### src/rtl/multdiv_ctrl.sv
// Sequencer for the iterative multiply/divide datapath: issues load, ITERS step cycles,
// then a one-cycle result-ready pulse with exception status.
module multdiv_ctrl #(
    parameter int ITERS = 32,
    parameter int CNT_W = 6
) (
    input  logic             clk,
    input  logic             reset,
    input  logic             ctrl_MULT,
    input  logic             ctrl_DIV,
    input  logic             divisor_zero,
    input  logic             mult_ovf,
    output logic             load,
    output logic             step,
    output logic             op_div,
    output logic [CNT_W-1:0] step_count,
    output logic             busy,
    output logic             data_resultRDY,
    output logic             data_exception
);

    typedef enum logic [1:0] {
        IDLE,
        INIT,
        RUN,
        DONE
    } state_t;

    localparam logic [CNT_W-1:0] LAST_STEP = CNT_W'(ITERS - 1);

    state_t           state;
    logic [CNT_W-1:0] count;
    logic             dz_latched;
    logic             start;

    assign start = ctrl_MULT | ctrl_DIV;

    // A start pulse wins in every state, so a restart silently abandons the op in flight.
    // NOTE: all state here uses non-blocking assignments so every register samples pre-edge values.
    always_ff @(posedge clk or negedge reset) begin
        if (!reset) begin
            state      <= IDLE;
            count      <= '0;
            op_div     <= 1'b0;
            dz_latched <= 1'b0;
        end else if (start) begin
            state  <= INIT;
            count  <= '0;
            op_div <= ctrl_DIV & ~ctrl_MULT;
        end else begin
            case (state)
                IDLE: count <= '0;
                INIT: begin
                    count      <= '0;
                    dz_latched <= op_div & divisor_zero;
                    state      <= (op_div & divisor_zero) ? DONE : RUN;
                end
                RUN: begin
                    if (count == LAST_STEP) begin
                        state <= DONE;
                    end else begin
                        count <= count + 1'b1;
                    end
                end
                DONE: begin
                    count <= '0;
                    state <= IDLE;
                end
                default: state <= IDLE;
            endcase
        end
    end

    // Moore outputs; mult_ovf is only meaningful while the datapath holds the final product.
    assign load           = (state == INIT);
    assign step           = (state == RUN);
    assign busy           = (state == INIT) || (state == RUN);
    assign data_resultRDY = (state == DONE);
    assign data_exception = (state == DONE) && (op_div ? dz_latched : mult_ovf);
    assign step_count     = (state == RUN) ? count : '0;

endmodule

### config.mk
export PLATFORM = sky130hd
export DESIGN_NAME = multdiv_ctrl
export DESIGN_NICKNAME = d
export VERILOG_FILES = /design/src/rtl/multdiv_ctrl.sv
export SDC_FILE = /design/constraint.sdc
export NUM_CORES = 1
export LEC_CHECK = 0
export CAP_MARGIN = 40
export CORE_MARGIN = 5
export CORE_UTILIZATION = 44
export DETAILED_ROUTE_END_ITERATION = 16
export PLACE_DENSITY = 0.73
export SETUP_SLACK_MARGIN = 0.15
export SLEW_MARGIN = 10
export SYNTH_ARGS = -nofsm -noshare
export SYNTH_HDL_FRONTEND = slang
export SYNTH_SLANG_ARGS = --single-unit
### constraint.sdc
create_clock -name clk -period 1.9 [get_ports clk]
set_input_delay 0.19 -clock clk [delete_from_list [all_inputs] [get_ports clk]]
set_output_delay 0.19 -clock clk [all_outputs]
set_load 0.02 [all_outputs]
After elaboration in Yosys (flattened, before gate mapping)
Cells that the tools add are included.
{"block": "word_totals", "ff_bits": 10, "ramBits": 0, "latch_bits": 0, "memories": 0, "rom_bits": 0}
{"block": "op_classes", "reduce_logical": 7, "div": 0, "mux": 9, "n_addsub": 1, "shifts": 0, "eq_ne": 6, "mul": 0, "bitwise": 5, "order_cmp": 0}
{"cell": "$mux 6", "n": 3}
{"cell": "$pmux 6 s2", "n": 1}
{"cell": "$add 6x1->6 const B", "n": 1}
{"cell": "$eq 6x5->1 const B", "n": 1}
{"cell": "$pmux 2 s3", "n": 1}
{"cell": "$eq 2x2->1 const B", "n": 2}
{"cell": "$mux 2", "n": 2}
{"cell": "$reduce_and 2->1", "n": 2}
{"cell": "$reduce_bool 4->1", "n": 1}
{"cell": "$ne 3x1->1 const B", "n": 1}
{"cell": "$ne 3x3->1 const B", "n": 1}
{"cell": "$reduce_or 3->1", "n": 1}
{"cell": "$and 1x1->1", "n": 2}
{"cell": "$eq 2x1->1 const B", "n": 1}
{"cell": "$logic_not 2->1", "n": 1}
{"cell": "$mux 1", "n": 2}
{"cell": "$not 1->1", "n": 2}
{"cell": "$logic_and 1x1->1", "n": 1}
{"cell": "$logic_or 1x1->1", "n": 1}
{"cell": "$or 1x1->1", "n": 1}

Logic depth before layout (Yosys ltp)
{"block": "depth", "word_depth": 4, "ltp_mapped": 5}

Worst setup path after synthesis
No wires, ideal clock.
{"block": "synth_timing", "path_type": "flip-flop to flip-flop", "start": "reg state[0]", "end": "reg state[1]", "path_buffers": 0, "path_stages_with_launch": 5, "setup_slack_ns": 0.439, "t_arrival_ns": 1.350, "setup_ns": 0.111, "synth_period_minus_slack_ns": 1.461, "path_cell_list": "dfrtp_1 > inv_1 > ha_1 > o21ai_4 > a2111oi_2"}
{"block": "synth_via", "elab_chain_len": 3, "elab_cells_between_ends": 8, "cone_classes": "eq/ne: 4; mux: 2; reduce/logical: 2"}
{"element": "from (decl)", "line": "31", "text": "state_t state;"}
{"element": "from (signal assigned)", "line": "56", "text": "state <= (op_div & divisor_zero) ? DONE : RUN;"}
{"element": "$eq 2x2->1 (*)"}
{"element": "net step", "line": "14", "text": "output logic step,"}
{"element": "$pmux 2 s3, or another cell as far along", "line": "51", "text": "case (state)"}
{"element": "$mux 2 or $reduce_and 2->1 (tied branches)"}
Mark *: on every way through the listed nets, which the timed path passes. The rest lies on a longest branch.
A chain may end at the register's enable or synchronous reset.

Final worst setup path
{"block": "layout_timing", "start": "reg state[0]", "end": "out data_exception"}
{"block": "layout_via", "elab_chain_len": 2}
{"element": "$eq 2x2->1", "line": "79", "text": "assign data_exception = (state == DONE) && (op_div ? dz_latched : mult_ovf);"}
{"element": "$logic_and 1x1->1", "line": "79"}
{"element": "to (decl)", "line": "19", "text": "output logic data_exception"}
Every way passes these cells.

==> results.md <==
- The floorplan step defined a die boundary enclosing 2180 um2.
- The number of buffers on the longest clock path is 2.
- After synthesis the cells add up to 592 um2.
- The number of antenna violations at the first check in global routing was 0.
- The non-filler instance count after layout is 98.
- The initial core utilization is between 40% and 50%.
- The cell depth of the worst flop-to-flop path is 5.
- The instance area at placement is 788 um2.
- Before antenna repair, the detailed router went through 4 iterations.
- The wire length on met1 is 597 um.
- The post-cts sizing count is 13.
- The fraction of layout instances using a drive strength above 1 is between 10% and 20%.
- Detailed routing inserted a total of 508 vias.
- The sort of element at the start of the critical path is a flop.
- The async set-reset flop share out of synthesis is 100%.
- The number of nets in the synthesized netlist is slightly above 70.
- In this run the worst setup path begins at state[0].
- The post-CTS setup-driven buffer insertion count is 0.
- After detailed routing, the average wire length per cell comes to roughly 13 um.
- The area share of xor/xnor cells in the synthesized design is 2.96%.
- The global-route wire length before repair is just under 2000 um.
- At the worst endpoint, the required time is 1.71 ns.
- After routing, the total negative slack on setup checks comes to 0 ns.
- The relative slew slack is 69.6%.
- For the worst setup path, the data arrival time is 1.47 ns.
- The area share of fa/ha/maj cells after synthesis is 8.46%.
- Across the routed clock network, the largest skew measured is between 0.001 and 0.0015 ns.
- The number of global-route vias before repair is 458.
- The worst hold slack after final layout is approximately 0.24 ns.
- The max-slew violation count came to 0.
- The summed area of non-filler cells in the final layout is 825 um2.
- Summed over all nets, the half-perimeter wirelength after detailed placement is between 900 and 1000 um.
- The number of clock buffers inserted by TritonCTS is 3.
- Dividing the detail-routed via count by the number of cells gives 5.18.
- The number of unique standard cell types used by synthesis is 23.
- Based on the critical path, the design can be clocked at up to 602 MHz.
- For this run the aggregate overflow at the end of global routing stands at 0.
- For this run, design rule violations remaining after detail routing come to 0.
- After clock tree synthesis, the clock-pin slew on the worst setup and hold paths is 0.07 ns.
- The count of antenna-violating nets left after detailed routing is 0.
- The worst register-to-register path ends at state[1].
- The number of enable flip-flop cells after synthesis is 0.
- Sequential elements use 42.3% of the synthesized area.
- In the post-synthesis netlist, the biggest area contributors are sky130_fd_sc_hd__dfrtp_1 42%, sky130_fd_sc_hd__ha_1 8.5%, sky130_fd_sc_hd__and2_1 5.3%.
- Multiplexer cells account for 3.38% of the synthesized area.
- The power density of the placed cells is around 640 nW/um2.
- CTS saw 10 sinks.
- The H-tree depth is 1.
- Dividing the synthesized area by the synthesized cell count gives slightly below 10 um2.
- The congestion estimate from routability-driven global placement came to 0.744.
- For this design the top-level I/O count stands at 18.
- The die extent in y is 46.7 um.
- The basic-gate share of the synthesized area counting and, or, nand and nor cells is about a quarter.
- After synthesis, the largest family of logic cells by area is simple AND/OR/NAND/NOR gates.
- The most instantiated flip-flop cell in the synthesis netlist is sky130_fd_sc_hd__dfrtp_1.
- The final setup violation count is 0.
- The final number of hold-violating endpoints came to 0.
- The standard cell core area is between 1000 and 1500 um2.
- Along the worst path, the maximum fanout reaches 4.
- Power comes to ~520 uW.
- IR analysis of the VDD net gives a maximum drop of 0.323 mV.
- The die span in x is 46.7 um.
- The start of the worst register-to-register path is count[1].
- Setup repair after global routing left no endpoint under its margin.
- The final layout net count is 94.
- TritonCTS built the clock tree.
- The total number of yosys warnings is 0.
- The critical path ends at data_exception.
- For the worst-skew pair, the clock arrives at the later sink with an insertion delay of 0.26 ns.
- For this design, the CTS-stage hold fixing added 0 buffers.
- The highest layer used for signal routing is met4.
- The tool flagged a number of max-cap violations equal to 0.
- The all-layer global routing usage is 13.4%.
- The total number of placement rows is 13.
- The register bit total from synthesis is 10.
- The area fraction of the dominant cell type after synthesis is approximately 42%.
- The critical path in this run is classified as flop to output port.
- The met2 wirelength from detailed routing is 578 um.
- The compound-cell area share of the yosys netlist is 16.9%.
- The relative area change from synthesis to final layout is 39.3%.
- The clock root buffer is sky130_fd_sc_hd__clkbuf_4.
- Counting instances in the post-synthesis netlist gives the leading cell types as 10 x sky130_fd_sc_hd__dfrtp_1, 7 x sky130_fd_sc_hd__nor2_1, 5 x sky130_fd_sc_hd__and2_1, 5 x sky130_fd_sc_hd__nand2_1.
- 0 antenna diodes ended up in the layout.
- The worst setup path is captured at an output port.
- The overall routed net length is 1240 um.
- The number of instances in the synthesized netlist is 61.
- The post-layout minimum cycle time is 1.66 ns.
- The final cycle utilization of the critical path is 87.5%.
- The worst-margin pin slew is 0.455 ns.
- Summed over all instances, the cell type with the most area after synthesis is sky130_fd_sc_hd__dfrtp_1.
- Entering global routing, the biggest net connects 12 pins.
- Buffers placed on the I/O ports in this run total 17.
- Summed over all nets, wire length on met3 after detailed routing comes to 48 um.
- The min-delay analysis places its worst path in the category input pin to async pin.
- Summed over all cells, the static leakage comes to 0.385 nW.
- The setup slack of the worst register-to-register path is 0.37 ns.
- After detailed placement, the design holds a cell count of 94.
- After the first detailed-routing iteration, the DRC count stood at 13.
- The run finished with clean final reports.
- The leading cell type by number of instances after synthesis is sky130_fd_sc_hd__dfrtp_1.
[where the power goes]
group          internal, mW  switching, mW  total, mW  leakage [nW]
Combinational        0.0493         0.0563      0.106         0.231
Sequential            0.221        0.00815      0.230         0.133
Clock                 0.116         0.0732      0.190        0.0210
[layout by cell type (no fill, tap or decap), types with 3 or more instances in the layout]
cell	count
sky130_fd_sc_hd__nand2_1	5
sky130_fd_sc_hd__nor2_1	7
sky130_fd_sc_hd__a31oi_1	3
sky130_fd_sc_hd__and2_1	5
sky130_fd_sc_hd__clkbuf_4	3
sky130_fd_sc_hd__dlygate4sd2_1	10
sky130_fd_sc_hd__ha_1	3
sky130_fd_sc_hd__clkdlybuf4s50_1	6
sky130_fd_sc_hd__inv_1	4
sky130_fd_sc_hd__dfrtp_1	10
[kinds of logic after synthesis]
group           count (synthesis)
fa+ha+maj                       4
flops                          10
compound gates                 12
xor+xnor                        2
mux                             2
simple gates                   27
buf+inv                         4
[flip-flops by register name, summed over array words and instances, names as in the netlist]
signal      cells
state           2
dz_latched      1
count           6
op_div          1
[stage by stage]
step | setup slack (ns) | util [%]
detailed placement | 0.0984 | 61.3
global placement | 0.162 | 61.3
global route | 0.163 | 64.2
CTS | 0.193 | 64.1
floorplan | 0.439 | -
finish | 0.238 | 64.2
[critical path, stage by stage, from the launching register on]
cell	delay [ns]
sky130_fd_sc_hd__dfrtp_1	0.38
sky130_fd_sc_hd__buf_4	0.15
sky130_fd_sc_hd__ha_1	0.25
sky130_fd_sc_hd__nor2b_1	0.15
sky130_fd_sc_hd__clkdlybuf4s15_1	0.28
[worst min path at each step]
stage / start / end / slack (ns) / cells past startpoint
floorplan: reset / count[0] / -0.11 / 0
global placement: dz_latched / dz_latched / 0.48 / 2
detailed placement: dz_latched / dz_latched / 0.49 / 2
CTS: reset / count[5] / 0.24 / 1
global route: reset / count[5] / 0.27 / 1
finish: reset / count[5] / 0.24 / 1
[per-layer routing]
layer | global-route usage [%] | vias up
met5 | 0 | -
met4 | 6.63 | 0
met3 | 3.52 | 2
met2 | 20.3 | 14
met1 | 17.5 | 233
li1 | - | 259
[final cells by class]
type | instances | area, um2
fill | 111 | 460
multi-input combinational | 47 | 339
sequential | 10 | 250
timing repair buffer | 18 | 165
clock buffer | 4 | 36.3
tap | 15 | 18.8
inverter | 4 | 15.0
Power figures use the tool's default switching activity.
==> RTL edit 1: new RTL, same settings <==
Encoding of `state_t`: now one-hot (4 bits for 4 states).
--- a/src/rtl/multdiv_ctrl.sv
+++ b/src/rtl/multdiv_ctrl.sv
@@ -21,7 +21,7 @@
 
-    typedef enum logic [1:0] {
-        IDLE,
-        INIT,
-        RUN,
-        DONE
+    typedef enum logic [3:0] {
+        IDLE = 4'b0001,
+        INIT = 4'b0010,
+        RUN  = 4'b0100,
+        DONE = 4'b1000
     } state_t;
Function: no difference found for any inputs over 10 cycles, from zero or initial values and one cycle with reset low; not proved beyond that.
==> RTL edit 1 against the original RTL <==
Wire length is 24% higher; total power rose by 7.9%; worst setup slack better by 0.0067 ns; sequential cell count increased by 2; via count grew 16%; worst hold slack improved by 0.033 ns; area after synthesis rose by 11%; final area rose by 8.2%.
==> RTL edit 1: results (changes against the original RTL) <==
\begin{tabular}{lr}
\hline
Metric & Value \\
\hline
\multicolumn{2}{l}{\textbf{Place}} \\
Placer congestion estimate & 0.847 (+14\%) \\
Post-place setup slack & 0.0694 ns (-0.0290 ns) \\
\multicolumn{2}{l}{\textbf{Final layout}} \\
Biggest registers after layout & count: 6 flops, state: 4 flops \\
Inverter count of the layout excluding clock inverters & 2 (-2) \\
Non-clock buffers, area share & 0.188 (-0.0124) \\
Proportion of cell area spent on the clock network & 0.0407 (-0.00333) \\
Proportion of cell area occupied by registers & 0.341 (+0.0373) \\
Number of filler cells placed in the layout & 132 (+19\%) \\
Area of combinational cells with multiple inputs & 357 sq um (+5.2\%) \\
Multi-input combinational gate total & 55 (+17\%) \\
Flip-flop and latch count & 12 (+2) \\
Share of cells above drive strength 1 & 0.271 (+0.138) \\
\multicolumn{2}{l}{\textbf{Critical path}} \\
Delay of the slowest cell on the worst path & 0.43 ns (+0.05 ns) \\
CP max FO & 8 (+4) \\
\multicolumn{2}{l}{\textbf{Synthesis}} \\
Multiplexer share of the synthesized area & 0.0610 (+0.0271) \\
Top cells by area in the synthesized netlist & sky130\_fd\_sc\_hd\_\_dfrtp\_1, sky130\_fd\_sc\_hd\_\_nor2\_1, sky130\_fd\_sc\_hd\_\_mux2i\_1 \\
Seq/Total Area, Yosys & 0.459 (+0.0362) \\
Top cells by count, synth & sky130\_fd\_sc\_hd\_\_nor2\_1, sky130\_fd\_sc\_hd\_\_dfrtp\_1, sky130\_fd\_sc\_hd\_\_nand2\_1, sky130\_fd\_sc\_hd\_\_and2\_1 \\
Synthesized-area fraction occupied by ao, oa, aoi and oai cells & 0.0819 (-0.0872) \\
Post-synthesis xor/xnor area fraction & 0.0400 (+0.0104) \\
Synth Area in Adders & 0.0190 (-0.0655) \\
\multicolumn{2}{l}{\textbf{Global routing}} \\
Number of global-route vias before repair & 591 (+29\%) \\
Global router's overall resource usage & 0.139 (+0.00504) \\
Met1 usage & 0.159 (-0.0165) \\
Global routing usage on met2 & 0.237 (+0.0337) \\
\multicolumn{2}{l}{\textbf{Timing}} \\
Worst-margin pin slew & 0.558 ns (+0.103 ns) \\
Clock Skews & 0.00179 ns (+0.000580 ns) \\
\multicolumn{2}{l}{\textbf{CTS}} \\
Number of setup buffers added after CTS & 2 (+2) \\
Resized cells post-CTS & 21 (+8) \\
\multicolumn{2}{l}{\textbf{Route}} \\
Met1 Routed Length & 661 microns (+11\%) \\
Routed length on met2 & 828 microns (+43\%) \\
1st-iter DRT viols & 4 (-9) \\
\multicolumn{2}{l}{\textbf{Power}} \\
Power of the clock network & 204 uW (+7\%) \\
Power density over the cells & 635 mW/mm\^{}2 (-0.25\%) \\
Reported leakage power & 0.000424 uW (+10\%) \\
Peak VDD IR & 0.517 mV (+60\%) \\
Internal power & 423 uW (+9.3\%) \\
Proportion of power drawn by flip-flops and latches & 0.486 (+0.049) \\
\multicolumn{2}{l}{\textbf{Outcome}} \\
Outcome & finished, final reports clean \\
\hline
\end{tabular}
[RTL edit 1: worst paths after layout]
kind	start	endpoint	slack, ns	cells after the start
worst max-delay path	state[1]$_DFFE_PN0P_	step	0.24	3
worst min register to register	dz_latched$_DFFE_PN0P_	dz_latched$_DFFE_PN0P_	0.48	2
max in group asynchronous	reset	state[2]$_DFFE_PN0P_	1.23	1
min in group clk	ctrl_MULT	op_div$_DFFE_PN0N_	0.48	2
worst max register to register	state[1]$_DFFE_PN0P_	count[2]$_DFFE_PN0P_	0.26	6
worst min-delay path	reset	op_div$_DFFE_PN0N_	0.27	1
[RTL edit 1: metrics by stage]
stage          area (sq um)  utilization  instances  hold slack, ns
6_report                892        0.614        112           0.273
5_1_grt                 892        0.614        112           0.308
4_1_cts                 921        0.633        112           0.283
3_5_place_dp            878        0.604        106           0.480
3_3_place_gp            878        0.604        106           0.461
2_1_floorplan           663            -         70          -0.106
==> RTL edit 2: new RTL, config.mk and constraints unchanged <==
Made on the original files. Set the parameter `CNT_W` to 12 (it was 6).
--- a/src/rtl/multdiv_ctrl.sv
+++ b/src/rtl/multdiv_ctrl.sv
@@ -4,3 +4,3 @@
     parameter int ITERS = 32,
-    parameter int CNT_W = 6
+    parameter int CNT_W = 12
 ) (
Interface: changed (resized step_count); port bits go from 18 to 24. No check against the original RTL was run, so the function may have changed too.
==> RTL edit 2 against the original RTL <==
Worst setup slack worse by 0.085 ns; clock skew up 0.0051 ns; final cell count up 72%; total power up 37%; highest routed layer unchanged; sequential cell count up 6; final area up 65%; wire length up 96%; largest power group unchanged; maximum frequency down 4.9%; area after synthesis up 70%; synthesized cell count up 77%; core utilization down 2.2 points; combinational power up 25%.
==> RTL edit 2: results (changes against the original RTL) <==
\begin{tabular}{lr}
\hline
Metric & Value \\
\hline
\multicolumn{2}{l}{\textbf{Critical path}} \\
Depth of the worst register-to-register path & 4 (-1) \\
CP max FO & 7 (+3) \\
Delay of the slowest cell on the worst path & 0.59 ns (+0.21 ns) \\
Critical path data arrival time & 1.93 ns (+0.46 ns) \\
\multicolumn{2}{l}{\textbf{Final layout}} \\
Biggest registers after layout & count: 12 flops, state: 2 flops \\
Multi-input logic portion of the cell area & 0.425 (+0.0137) \\
Inverter count of the layout excluding clock inverters & 3 (-1) \\
Non-clock buffers, area share & 0.218 (+0.0172) \\
Post-layout nets & 153 (+63\%) \\
Number of filler cells placed in the layout & 191 (+72\%) \\
Multi-input combinational gate total & 86 (+83\%) \\
Utilization after layout & 0.620 (-0.0220) \\
Share of cells above drive strength 1 & 0.262 (+0.130) \\
Buffers outside the clock class & 32 (+14) \\
\multicolumn{2}{l}{\textbf{Route}} \\
1st-iter DRT viols & 11 (-2) \\
Detailed-route wire length & 2430 microns (+96\%) \\
Average routed wire per standard cell & 14.4 microns (+14\%) \\
Met1 Routed Length & 1010 microns (+69\%) \\
Routed length on met2 & 1200 microns (+110\%) \\
\multicolumn{2}{l}{\textbf{Synthesis}} \\
Top cells by count, synth & sky130\_fd\_sc\_hd\_\_dfrtp\_1, sky130\_fd\_sc\_hd\_\_and2\_1, sky130\_fd\_sc\_hd\_\_nand2\_1, sky130\_fd\_sc\_hd\_\_nor2\_1, sky130\_fd\_sc\_hd\_\_a21oi\_1 \\
Seq/Total Area, Yosys & 0.399 (-0.0238) \\
Synthesized-area fraction occupied by ao, oa, aoi and oai cells & 0.128 (-0.0407) \\
Top cells by area in the synthesized netlist & sky130\_fd\_sc\_hd\_\_dfrtp\_1, sky130\_fd\_sc\_hd\_\_and2\_1, sky130\_fd\_sc\_hd\_\_ha\_1 \\
Post-synthesis xor/xnor area fraction & 0.0436 (+0.0140) \\
Synthesized Nets & 119 (+68\%) \\
\multicolumn{2}{l}{\textbf{Power}} \\
Reported leakage power & 0.000569 uW (+48\%) \\
\multicolumn{2}{l}{\textbf{Timing}} \\
Worst hold slack & 0.212 ns (-0.0279 ns) \\
Clock Skews & 0.00630 ns (+0.00510 ns) \\
Final worst setup slack & 0.153 ns (-0.0851 ns) \\
\multicolumn{2}{l}{\textbf{Global routing}} \\
Global router's overall resource usage & 0.168 (+0.0334) \\
Pin count of the biggest net entering global routing & 17 (+5) \\
First-pass GRT wire length & 4320 microns (+120\%) \\
Global-route track usage on met3 & 0.0468 (+0.0116) \\
\multicolumn{2}{l}{\textbf{Place}} \\
Count of buffers inserted at the top-level ports & 23 (+6) \\
Post-DP HPWL & 1700 microns (+80\%) \\
Placed cell count & 159 (+69\%) \\
Placed inst area & 0.00128 sq mm (+63\%) \\
\multicolumn{2}{l}{\textbf{CTS}} \\
Sink Count & 16 (+6) \\
\multicolumn{2}{l}{\textbf{Outcome}} \\
Outcome & finished, final reports clean \\
\hline
\end{tabular}
RTL edit 2: repair_timing:
item                                    in CTS  in global routing
endpoints found under the hold margin        0                  0
endpoints found under the setup margin      21                 16
pin swaps                                    3                  0
buffers inserted                             4                  2
gates resized for setup                     39                  7
RTL edit 2: final timing paths:
path                                         from                     end
min in group clk           dz_latched$_DFFE_PN0P_  dz_latched$_DFFE_PN0P_
max in group asynchronous                   reset    count[7]$_DFFE_PN0P_
setup reg to reg             count[7]$_DFFE_PN0P_    state[1]$_DFFE_PN0P_
setup / recovery             count[7]$_DFFE_PN0P_    state[1]$_DFFE_PN0P_
hold / removal                              reset      op_div$_DFFE_PN0P_
hold reg to reg            dz_latched$_DFFE_PN0P_  dz_latched$_DFFE_PN0P_
RTL edit 2: power by group:
| part | switching [uW] | internal, uW | leakage [uW] |
|---|---|---|---|
| sequential | 7.87 | 350 | 0.000213 |
| clock | 113 | 117 | 0.0000210 |
| combinational | 71.4 | 61.5 | 0.000334 |
| total | 192 | 529 | 0.000569 |
